==> src/rtl/keypad_number_entry.sv <==
// 4x4 matrix keypad scanner with frame-level debounce and a decimal entry FSM.
// Builds a 0..9999 number from keypresses and hands it to game logic on enter.
module keypad_number_entry #(
  parameter int unsigned SCAN_CYCLES     = 100000,
  parameter int unsigned DEBOUNCE_FRAMES = 4
) (
  input  logic        clock_100Mhz,
  input  logic        reset_n,
  input  logic [3:0]  row,
  output logic [3:0]  col,
  output logic [15:0] number,
  output logic [2:0]  entry_digits,
  output logic        key_strobe,
  output logic [3:0]  key_code,
  output logic [15:0] value,
  output logic        value_valid
);

  localparam int unsigned CNT_W = (SCAN_CYCLES > 1) ? $clog2(SCAN_CYCLES) : 1;
  localparam int unsigned STB_W = $clog2(DEBOUNCE_FRAMES + 1);
  localparam logic [CNT_W-1:0] CNT_LAST = CNT_W'(SCAN_CYCLES - 1);
  localparam logic [STB_W-1:0] STB_FULL = STB_W'(DEBOUNCE_FRAMES);

  localparam logic [1:0] ST_IDLE      = 2'd0;
  localparam logic [1:0] ST_ENTRY     = 2'd1;
  localparam logic [1:0] ST_SUBMITTED = 2'd2;

  localparam logic [3:0] KEY_ENTER = 4'hA;
  localparam logic [3:0] KEY_BACK  = 4'hB;
  localparam logic [3:0] KEY_CLEAR = 4'hC;

  // Keypad label at row r, column c.
  function automatic logic [3:0] key_label(input logic [1:0] r, input logic [1:0] c);
    logic [3:0] lbl;
    case ({r, c})
      4'h0: lbl = 4'h1;  4'h1: lbl = 4'h2;  4'h2: lbl = 4'h3;  4'h3: lbl = 4'hA;
      4'h4: lbl = 4'h4;  4'h5: lbl = 4'h5;  4'h6: lbl = 4'h6;  4'h7: lbl = 4'hB;
      4'h8: lbl = 4'h7;  4'h9: lbl = 4'h8;  4'hA: lbl = 4'h9;  4'hB: lbl = 4'hC;
      4'hC: lbl = 4'h0;  4'hD: lbl = 4'hF;  4'hE: lbl = 4'hE;  default: lbl = 4'hD;
    endcase
    return lbl;
  endfunction

  // Row synchronizer; idles at "no key" so a reset never looks like a press.
  logic [3:0] row_meta;
  logic [3:0] row_sync;

  always_ff @(posedge clock_100Mhz or negedge reset_n) begin
    if (!reset_n) begin
      row_meta <= 4'hF;
      row_sync <= 4'hF;
    end else begin
      row_meta <= row;
      row_sync <= row_meta;
    end
  end

  // Column scan timing.
  logic [CNT_W-1:0] scan_cnt;
  logic [1:0]       col_idx;
  logic [1:0]       col_idx_nx;
  logic             scan_tick;
  logic             frame_done;

  assign scan_tick  = (scan_cnt == CNT_LAST);
  assign col_idx_nx = col_idx + 2'd1;
  assign frame_done = scan_tick && (col_idx == 2'd3);

  always_ff @(posedge clock_100Mhz or negedge reset_n) begin
    if (!reset_n) begin
      scan_cnt <= '0;
      col_idx  <= 2'd0;
      col      <= 4'b1110;
    end else if (scan_tick) begin
      scan_cnt <= '0;
      col_idx  <= col_idx_nx;
      col      <= ~(4'b0001 << col_idx_nx);
    end else begin
      scan_cnt <= scan_cnt + CNT_W'(1);
    end
  end

  // Per-column sample: any / multiple rows low, and the label of the low row.
  logic [3:0] row_low;
  logic       col_any;
  logic       col_multi;
  logic [1:0] row_idx;
  logic [3:0] col_code;

  assign row_low   = ~row_sync;
  assign col_any   = |row_low;
  assign col_multi = |(row_low & (row_low - 4'd1));
  assign col_code  = key_label(row_idx, col_idx);

  always_comb begin
    row_idx = 2'd0;
    for (int i = 3; i >= 0; i--) begin
      if (row_low[i]) row_idx = 2'(i);
    end
  end

  // Frame accumulator: two or more keys anywhere in the frame collapse to NONE.
  logic       acc_any;
  logic       acc_multi;
  logic [3:0] acc_code;
  logic       tot_any;
  logic       tot_multi;
  logic [3:0] tot_code;
  logic       res_key;
  logic [4:0] frame_res;

  assign tot_any   = acc_any | col_any;
  assign tot_multi = acc_multi | col_multi | (acc_any & col_any);
  assign tot_code  = col_any ? col_code : acc_code;
  assign res_key   = tot_any & ~tot_multi;
  assign frame_res = {res_key, res_key ? tot_code : 4'h0};

  always_ff @(posedge clock_100Mhz or negedge reset_n) begin
    if (!reset_n) begin
      acc_any   <= 1'b0;
      acc_multi <= 1'b0;
      acc_code  <= 4'h0;
    end else if (frame_done) begin
      acc_any   <= 1'b0;
      acc_multi <= 1'b0;
      acc_code  <= 4'h0;
    end else if (scan_tick) begin
      acc_any   <= tot_any;
      acc_multi <= tot_multi;
      acc_code  <= tot_code;
    end
  end

  // Debounce over whole frames; held blocks repeats until NONE is stable.
  logic [4:0]       prev_res;
  logic [STB_W-1:0] stable_cnt;
  logic [STB_W-1:0] stable_nx;
  logic             stable_full;
  logic             held;

  always_comb begin
    stable_nx = stable_cnt;
    if (frame_res == prev_res) begin
      if (stable_cnt != STB_FULL) stable_nx = stable_cnt + STB_W'(1);
    end else begin
      stable_nx = STB_W'(1);
    end
  end

  assign stable_full = (stable_nx == STB_FULL);

  always_ff @(posedge clock_100Mhz or negedge reset_n) begin
    if (!reset_n) begin
      prev_res   <= 5'd0;
      stable_cnt <= '0;
      held       <= 1'b0;
      key_strobe <= 1'b0;
      key_code   <= 4'h0;
    end else begin
      key_strobe <= 1'b0;
      if (frame_done) begin
        prev_res   <= frame_res;
        stable_cnt <= stable_nx;
        if (stable_full) begin
          if (!frame_res[4]) begin
            held <= 1'b0;
          end else if (!held) begin
            key_strobe <= 1'b1;
            key_code   <= frame_res[3:0];
            held       <= 1'b1;
          end
        end
      end
    end
  end

  // Entry FSM: acts on the cycle after each accepted keypress.
  logic [1:0]  state;
  logic [1:0]  state_nx;
  logic [15:0] number_nx;
  logic [2:0]  digits_nx;
  logic [15:0] value_nx;
  logic        valid_nx;

  always_comb begin
    state_nx  = state;
    number_nx = number;
    digits_nx = entry_digits;
    value_nx  = value;
    valid_nx  = 1'b0;
    if (key_strobe) begin
      if (key_code <= 4'd9) begin
        if (state != ST_ENTRY) begin
          number_nx = 16'(key_code);
          digits_nx = 3'd1;
          state_nx  = ST_ENTRY;
        end else if (entry_digits < 3'd4) begin
          number_nx = 16'(17'(number) * 17'd10 + 17'(key_code));
          digits_nx = entry_digits + 3'd1;
        end
      end else begin
        case (key_code)
          KEY_ENTER: begin
            if (state == ST_ENTRY) begin
              value_nx = number;
              valid_nx = 1'b1;
              state_nx = ST_SUBMITTED;
            end
          end
          KEY_BACK: begin
            if (state == ST_ENTRY) begin
              if (entry_digits == 3'd1) begin
                number_nx = 16'd0;
                digits_nx = 3'd0;
                state_nx  = ST_IDLE;
              end else begin
                number_nx = number / 16'd10;
                digits_nx = entry_digits - 3'd1;
              end
            end
          end
          KEY_CLEAR: begin
            number_nx = 16'd0;
            digits_nx = 3'd0;
            state_nx  = ST_IDLE;
          end
          default: ;
        endcase
      end
    end
  end

  always_ff @(posedge clock_100Mhz or negedge reset_n) begin
    if (!reset_n) begin
      state        <= ST_IDLE;
      number       <= 16'd0;
      entry_digits <= 3'd0;
      value        <= 16'd0;
      value_valid  <= 1'b0;
    end else begin
      state        <= state_nx;
      number       <= number_nx;
      entry_digits <= digits_nx;
      value        <= value_nx;
      value_valid  <= valid_nx;
    end
  end

endmodule

==> config.mk <==
export PLATFORM = sky130hd
export DESIGN_NAME = keypad_number_entry
export DESIGN_NICKNAME = d
export VERILOG_FILES = /design/src/rtl/keypad_number_entry.sv
export SDC_FILE = /design/constraint.sdc
export NUM_CORES = 1
export LEC_CHECK = 0
export ABC_AREA = 1
export ABC_CLOCK_PERIOD_IN_PS = 5000
export CAP_MARGIN = 10
export CELL_PAD_IN_SITES_DETAIL_PLACEMENT = 1
export CELL_PAD_IN_SITES_GLOBAL_PLACEMENT = 2
export CORE_UTILIZATION = 34
export DETAILED_ROUTE_END_ITERATION = 16
export PLACE_DENSITY_LB_ADDON = 0.05
export SLEW_MARGIN = 20
export SYNTH_ARGS = -nofsm -noshare
export SYNTH_HDL_FRONTEND = slang
export SYNTH_SLANG_ARGS = --single-unit
==> constraint.sdc <==
create_clock -name clock_100Mhz -period 5 [get_ports clock_100Mhz]
set_input_delay 0.75 -clock clock_100Mhz [delete_from_list [all_inputs] [get_ports clock_100Mhz]]
set_output_delay 0.75 -clock clock_100Mhz [all_outputs]
set_load 0.01 [all_outputs]
==> metrics.md, run 1 <==
| Metric | Value |
|---|---|
| YS warnings | `0` |
| DR WL/cell | `about 16 um` |
| Post-synth top area cell | `dfrtp_1` |
| Post-synth ARST share | `100%` |
| IO Port Bufs | `50` |
| Vias | `5,647` |
| Hold Fails Final Rpt | `0` |
| Period utilization | `96.8%` |
| Detailed Route WL | `17.7 mm` |
| Core Util, Final | `44.8%` |
| NumNets Final | `935` |
| Clock power frac | `49.3%` |
| First-pass GRT wire length | `28.1 mm` |
| GRT busiest layer | `met2` |
| Vias/cell | `approximately 5` |
| CP required | `5.28 ns` |
| Share of the synthesized area in the top cell type | `32.4%` |
| M1 GR Usage | `24.2%` |
| CTS tree | `yes` |
| Setup crit start kind | `flip-flop` |
| Dpl hpwl | `12.8 mm` |
| Setup-failing EPs final | `0` |
| Inserted Diodes | `0` |
| Netlist cell types | `50` |
| Clk slew on worst S/H paths | `0.07 ns` |
| Switch share | `a little under a quarter` |
| RePlAce Congestion | `between 0.8 and 0.9` |
| DR DRC count | `0` |
| Relative slew slack | `44.1%` |
| Clk_lat worst skew | `0.35 ns` |
| VDD IR max | `0.000152 V` |
| Fin Setup TNS | `0 ns` |
| Critical Path Fanout Max | `6` |
| Top cell by count, worst path | `nand2_4` |
| Area after DPL | `0.00681 mm^2` |
| Pre-CTS setup slack | `0.0911 ns` |
| Top cells by area, synth | `dfrtp_1 (32%), nand2_1 (11%), inv_1 (8.2%)` |
| Status | `complete, no violations` |
| Clock root cell | `clkbuf_16` |
| Fmax | `207 MHz` |
| Area growth, synth to finish | `28.3%` |
| Max incr delay on CP | `0.48 ns` |
| Skew final | `0.00718 ns` |
| Rows | `48` |
| Cells after Synth | `810` |
| Share of cells above drive strength 1 | `20.5%` |
| Pins Over Slew Limit | `0` |
| CTS sink count | `between 80 and 90` |
| Worst Path Arrival | `roughly 5.1 ns` |
| GR Util met3 | `2.10%` |
| Vias in the first global route | `5,772` |
| Core footprint | `0.0173 mm^2` |
| PD cells | `195 mW/mm^2` |
| # H-tree levels | `3` |
| Main synth FF type | `dfrtp_1` |
| Gr ovfl total | `0` |
| Crit. End Element | `flip-flop` |
| Post-Syn Area | `0.00603 mm^2` |
| Cts hold-fix bufs | `0` |
| Area taken by multi-input logic gates | `0.00364 mm^2` |
| Register area | `0.00225 mm^2` |
| HP Class | `reg -> reg` |
| Met2 usage | `34.5%` |
| Initial core utilization | `34.9%` |
| Post-synth EDFFs | `0` |
| LEAKAGE | `0.00381 uW` |
| Synthesized net count | `856` |
| Clock Path Buffers | `2` |
| # IOs | `51` |
| Die X | `135 um` |
| Slowest-stage cell, CP | `dfrtp_2` |
| Comb power frac | `about 2.4%` |
| Sequential Power Share | `48.3%` |
| Largest net degree at the start of global routing | `60` |
| DIE AREA | `between 0.015 and 0.02 mm^2` |
| Post-synthesis sequential area ratio | `between 30 and 40%` |
| Fillcell total | `~2,100` |
| Antenna-violating nets left | `0` |
| DRT iter0 DRCs | `just under 200` |
| Final worst slack | `0.162 ns` |
| Initial antenna violation count | `0` |
| Slew @ Worst Pin | `0.839 ns` |
| Cts bufs inserted | `9` |
| Synth Register Bits | `between 80 and 90` |
| Tmin final | `4.84 ns` |
| Mean Syn Cell Area | `7.45 um^2` |
| Final instance area | `0.00774 mm^2` |
| Worst Setup Path Type | `reg -> reg` |
| Drt first pass iters | `4` |
| All-Layer GR Usage | `19.4%` |
| Max cap viols | `0` |
| Psw | `353 uW` |
| Die height | `135 um` |
| Internal | `1150 uW` |
[per-stage QoR]
| step | cells | hold slack (ns) | power (uW) |
|---|---|---|---|
| final | 1119 | 0.358 | 1510 |
| after global placement | 1081 | 0.347 | 779 |
| after global routing | 1119 | 0.365 | 1560 |
| after detailed placement | 1081 | 0.347 | 780 |
| after floorplan | 810 | 0.345 | 753 |
| after CTS | 1097 | 0.357 | 1540 |
[path summary, 6_finish.rpt]
check / cells past startpoint / to / slack (ns) / startpoint
worst min-delay path: 0 / row_sync[2] / 0.36 / row_meta[2]
worst min register to register: 0 / row_sync[2] / 0.36 / row_meta[2]
worst max-delay path: 50 / number[0] / 0.16 / number[13]
min in group asynchronous: 1 / value[8] / 0.45 / reset_n
max in group asynchronous: 2 / number[14] / 3.59 / reset_n
worst max register to register: 50 / number[0] / 0.16 / number[13]
[layout make-up]
cell class	instances	share of cell area [%]
Timing Repair Buffer	77	9.05
Inverter	145	7.22
Tap cell	225	3.64
Clock buffer	11	3.26
Sequential cell	89	29.0
Clock inverter	5	0.792
Multi-Input combinational cell	567	47.0
[repair_timing]
item                       4_1_cts  5_1_grt
gates resized for setup          0      117
setup endpoints to repair        0        3
setup buffers                    0       22
[layer usage]
metal | share of wire [%] | up-vias | wire length, um
met1 | 44 | 2772 | 7860
met5 | 0 | - | 0
met3 | 1.9 | 21 | 340
met2 | 52 | 63 | 9180
li1 | - | 2791 | -
met4 | 1.9 | 0 | 329
[Yosys cell counts, types with 8 or more instances]
cell and count:
ha_1 38, nor4_1 8, inv_2 11, o21ai_0 59, nand3_1 54, nor2_1 66
dfrtp_1 78, nand2_1 173, xor2_1 13, a21oi_1 34, nand2_4 8, dfstp_2 11
nand2_2 25, inv_1 131
[power groups by stage]
stage	Clock, uW	Sequential [uW]	Combinational [uW]
after detailed placement	0	741	38.3
after floorplan	0	741	12.5
after CTS	770	727	38.4
after global placement	0	741	37.7
final	742	727	36.6
after global routing	792	728	42.6
[critical path: cells and delay by family, from the launching register on]
kind | cells | cell delay (ns)
compound gates | 3 | 0.42
flops | 1 | 0.48
simple gates | 42 | 3.37
buf+inv | 5 | 0.46
[registers in the layout, indices dropped and copies added, names as in the netlist, 5 cells and up]
name and cells:
number 16, prev_res 5, scan_cnt 17, value 16
[cell usage in the layout, fill, tap and decap left out, types with 12 or more instances in the layout]
cell | Yosys | routed
nand2_2 | 25 | 36
o21ai_0 | 59 | 57
ha_1 | 38 | 38
dfrtp_1 | 78 | 74
nand3_1 | 54 | 41
nor2_1 | 66 | 66
xor2_1 | 13 | 13
nand2_1 | 173 | 136
a21oi_1 | 34 | 33
inv_2 | 11 | 12
nand2_4 | 8 | 33
buf_4 | 0 | 28
inv_1 | 131 | 124
clkdlybuf4s50_1 | 0 | 49
[cells by family (layout without fill, tap and decap cells)]
kind of cell / after synthesis / in the layout / share of synthesized area [%]
muxes: 1 / 1 / 0.187
DFF: 89 / 89 / 37.1
adders and majority gates: 40 / 40 / 8.55
buffers and inverters: 154 / 238 / 9.62
AOI/OAI and AO/OA: 145 / 145 / 14.3
and+or+nand+nor: 361 / 361 / 27.3
xor gates and xnor gates: 20 / 20 / 2.90
Note: power is estimated with default switching activity, not from simulation.
==> run 2, diff against run 1 <==
--- a/config.mk
+++ b/config.mk
@@ -11,6 +11,7 @@
 export CELL_PAD_IN_SITES_DETAIL_PLACEMENT = 1
 export CELL_PAD_IN_SITES_GLOBAL_PLACEMENT = 2
 export CORE_UTILIZATION = 34
+export CTS_BUF_LIST = sky130_fd_sc_hd__clkbuf_4 sky130_fd_sc_hd__clkbuf_8 sky130_fd_sc_hd__clkbuf_16
 export DETAILED_ROUTE_END_ITERATION = 16
 export PLACE_DENSITY_LB_ADDON = 0.05
 export SLEW_MARGIN = 20
==> results of run 2 <==
Same layout as run 1: the final DEF is identical, and so are final timing and power.
==> run 3, diff against run 2 <==
--- a/config.mk
+++ b/config.mk
@@ -10,6 +10,7 @@
 export CAP_MARGIN = 10
 export CELL_PAD_IN_SITES_DETAIL_PLACEMENT = 1
 export CELL_PAD_IN_SITES_GLOBAL_PLACEMENT = 2
+export CORE_MARGIN = 3
 export CORE_UTILIZATION = 34
 export CTS_BUF_LIST = sky130_fd_sc_hd__clkbuf_4 sky130_fd_sc_hd__clkbuf_8 sky130_fd_sc_hd__clkbuf_16
 export DETAILED_ROUTE_END_ITERATION = 16
==> metrics.md, run 3 (synthesis gave the netlist of run 1 again) <==
| Metric | Value |
|---|---|
| Largest net degree at the start of global routing | `57 (-5.0%)` |
| Cts hold-fix bufs | `0 (unchanged)` |
| Crit. End Element | `flip-flop` |
| Vias in the first global route | `5,930 (+2.7%)` |
| PnR Total Power | `1520 uW (+0.77%)` |
| Final worst slack | `0.296 ns (+0.134 ns)` |
| Detailed Route WL | `17.2 mm (-3.0%)` |
| Critical Path Fanout Max | `5 (-1)` |
| Pins Over Slew Limit | `0 (unchanged)` |
| Max cap viols | `0 (unchanged)` |
| Status | `complete, no violations` |
| Max reg flops | `17 (unchanged)` |
| Vias | `5,579 (-1.2%)` |
| DR WL/cell | `15.5 um (-1.9%)` |
| Relative slew slack | `48.5% (+4.4 points)` |
| HP Class | `reg -> reg` |
| Inserted Diodes | `0 (unchanged)` |
| Max incr delay on CP | `0.44 ns (-0.04 ns)` |
| Top register by number of flip-flops | `scan_cnt` |
| Skew final | `0.0125 ns (+0.00531 ns)` |
| Gr ovfl total | `0 (unchanged)` |
| Slew @ Worst Pin | `0.770 ns (-0.0687 ns)` |
| Core Util, Final | `43.3% (-1.5 points)` |
| Switch share | `24.7% (+1.2 points)` |
| Period utilization | `94.1% (-2.7 points)` |
| Clk slew on worst S/H paths | `0.08 ns (about the same)` |
| Die height | `139 um (+3.0%)` |
| Die X | `139 um (+3.0%)` |
| Core footprint | `0.0174 mm^2 (+0.35%)` |
| Slowest-stage cell, CP | `dfrtp_2` |
| Clock root cell | `clkbuf_16` |
| DRT iter0 DRCs | `164 (-15%)` |
| LEAKAGE | `0.00367 uW (-3.9%)` |
| Clock power frac | `49.7% (+0.4 points)` |
| Worst Path Arrival | `5.00 ns (-0.12 ns)` |
| Setup crit start kind | `flip-flop` |
| VDD IR max | `0.000204 V (+34%)` |
| Share of cells above drive strength 1 | `17.3% (-3.2 points)` |
| NumNets Final | `922 (-1.4%)` |
| Comb power frac | `2.4% (about the same)` |
| Fmax | `213 MHz (+2.9%)` |
| Pre-CTS setup slack | `0.126 ns (+0.0347 ns)` |
| Top Registers | `scan_cnt x17, number x16, value x16` |
| Setup-failing EPs final | `0 (unchanged)` |
| Psw | `375 uW (+6.1%)` |
| Tmin final | `4.70 ns (-0.134 ns)` |
| First-pass GRT wire length | `28.5 mm (+1.5%)` |
| Most common cell after layout, fill and taps aside | `nand2_1` |
| Rows | `48 (unchanged)` |
| Worst Setup Path Type | `reg -> reg` |
| Internal | `1140 uW (-0.88%)` |
| Drt first pass iters | `5 (+1)` |
| DIE AREA | `0.0194 mm^2 (+6.0%)` |
| Cts bufs inserted | `9 (unchanged)` |
| Clk_lat worst skew | `0.36 ns (about the same)` |
| Clock Path Buffers | `2 (unchanged)` |
| # IOs | `51 (unchanged)` |
| CTS sink count | `89 (unchanged)` |
| # H-tree levels | `3 (unchanged)` |
| Reg-to-reg slack, setup | `0.30 ns (+0.13 ns)` |
| Vias/cell | `5.04 (about the same)` |
| RePlAce Congestion | `0.794 (-1.9%)` |
| Antenna-violating nets left | `0 (unchanged)` |
| IO Port Bufs | `50 (unchanged)` |
| Top cell by count, worst path | `nand2_1` |
| Area growth, synth to finish | `24.6%` |
| Most frequent cells in the layout | `nand2_1 (150), inv_1 (125), dfrtp_1 (74)` |
| Dpl hpwl | `12.8 mm (about the same)` |
| All-Layer GR Usage | `17.7% (-1.7 points)` |
| Hold Fails Final Rpt | `0 (unchanged)` |
| Initial antenna violation count | `0 (unchanged)` |
| PD cells | `202 mW/mm^2 (+3.8%)` |
| Initial core utilization | `34.8% (-0.12 points)` |
| Sequential Power Share | `47.9% (-0.4 points)` |
| Fillcell total | `2,112 (+0.28%)` |
| CTS tree | `yes` |
| DR DRC count | `0 (unchanged)` |
| Worst Hold Slack | `0.359 ns (+0.000459 ns)` |
| CP required | `5.30 ns (+0.02 ns)` |
[run 3: cell count changes in the layout (fill, tap and decap cells not counted), moves of 3 or more]
| cell | previous run | this run |
|---|---|---|
| nand3_1 | 41 | 45 |
| nand2_1 | 136 | 150 |
| inv_2 | 12 | 15 |
| nand2_4 | 33 | 24 |
| buf_4 | 28 | 14 |
| inv_4 | 6 | 2 |
| nand2_2 | 36 | 31 |
| nand3_4 | 8 | 3 |
[run 3: final cells by class]
type	instances	area, um^2	share of cell area [%]
clock buffers	11	275	3.66
multi-input cells	567	3500	46.6
repair buffers	64	616	8.19
clock inverters	5	48.8	0.649
inverters	145	549	7.31
well taps	225	282	3.75
flip-flops and latches	89	2250	29.9
[run 3: metrics by stage]
stage          TNS, ns  cell area, um^2  std cells
2_1_floorplan        0             6030        810
3_3_place_gp         0             6820       1082
3_5_place_dp         0             6820       1082
4_1_cts              0             7140       1098
5_1_grt        -0.0997             7510       1106
6_report             0             7510       1106
[run 3: metal layers]
| metal | part of all wire [%] | wire length [um] | vias up | global-route usage [%] |
|---|---|---|---|---|
| met2 | 52 | 9000 | 40 | 32.6 |
| met1 | 45 | 7700 | 2755 | 21.6 |
| met5 | 0 | 0 | - | 0 |
| li1 | - | - | 2770 | - |
| met3 | 1.4 | 236 | 14 | 2.24 |
| met4 | 1.4 | 232 | 0 | 5.46 |
[run 3: path summary, 6_finish.rpt]
kind | from | end | cells past startpoint
max in group asynchronous | reset_n | row_meta[2] | 2
min in group asynchronous | reset_n | value[11] | 1
worst min-delay path | row_meta[2] | row_sync[2] | 0
worst min register to register | row_meta[2] | row_sync[2] | 0
worst max register to register | number[13] | number[0] | 52
worst max-delay path | number[13] | number[0] | 52
[run 3: timing repair]
| action | 4_1_cts | 5_1_grt |
|---|---|---|
| setup endpoints to repair | 0 | 3 |
| buffers inserted | 0 | 8 |
| resized for setup | 0 | 80 |
[run 3: critical path: cells and delay by family (launching register included)]
family	cells	cell delay [ns]
AO/OA/AOI/OAI	2	0.40
buffers and inverters	4	0.26
flip-flops	1	0.44
AND/OR/NAND/NOR	46	3.51
[run 3: power groups by stage]
stage | Combinational (uW) | Clock (uW) | Sequential, uW
2_1_floorplan | 12.5 | 0 | 741
4_1_cts | 38.8 | 779 | 727
3_3_place_gp | 37.5 | 0 | 741
5_1_grt | 43.4 | 809 | 728
6_report | 36.8 | 754 | 727
3_5_place_dp | 38.7 | 0 | 741
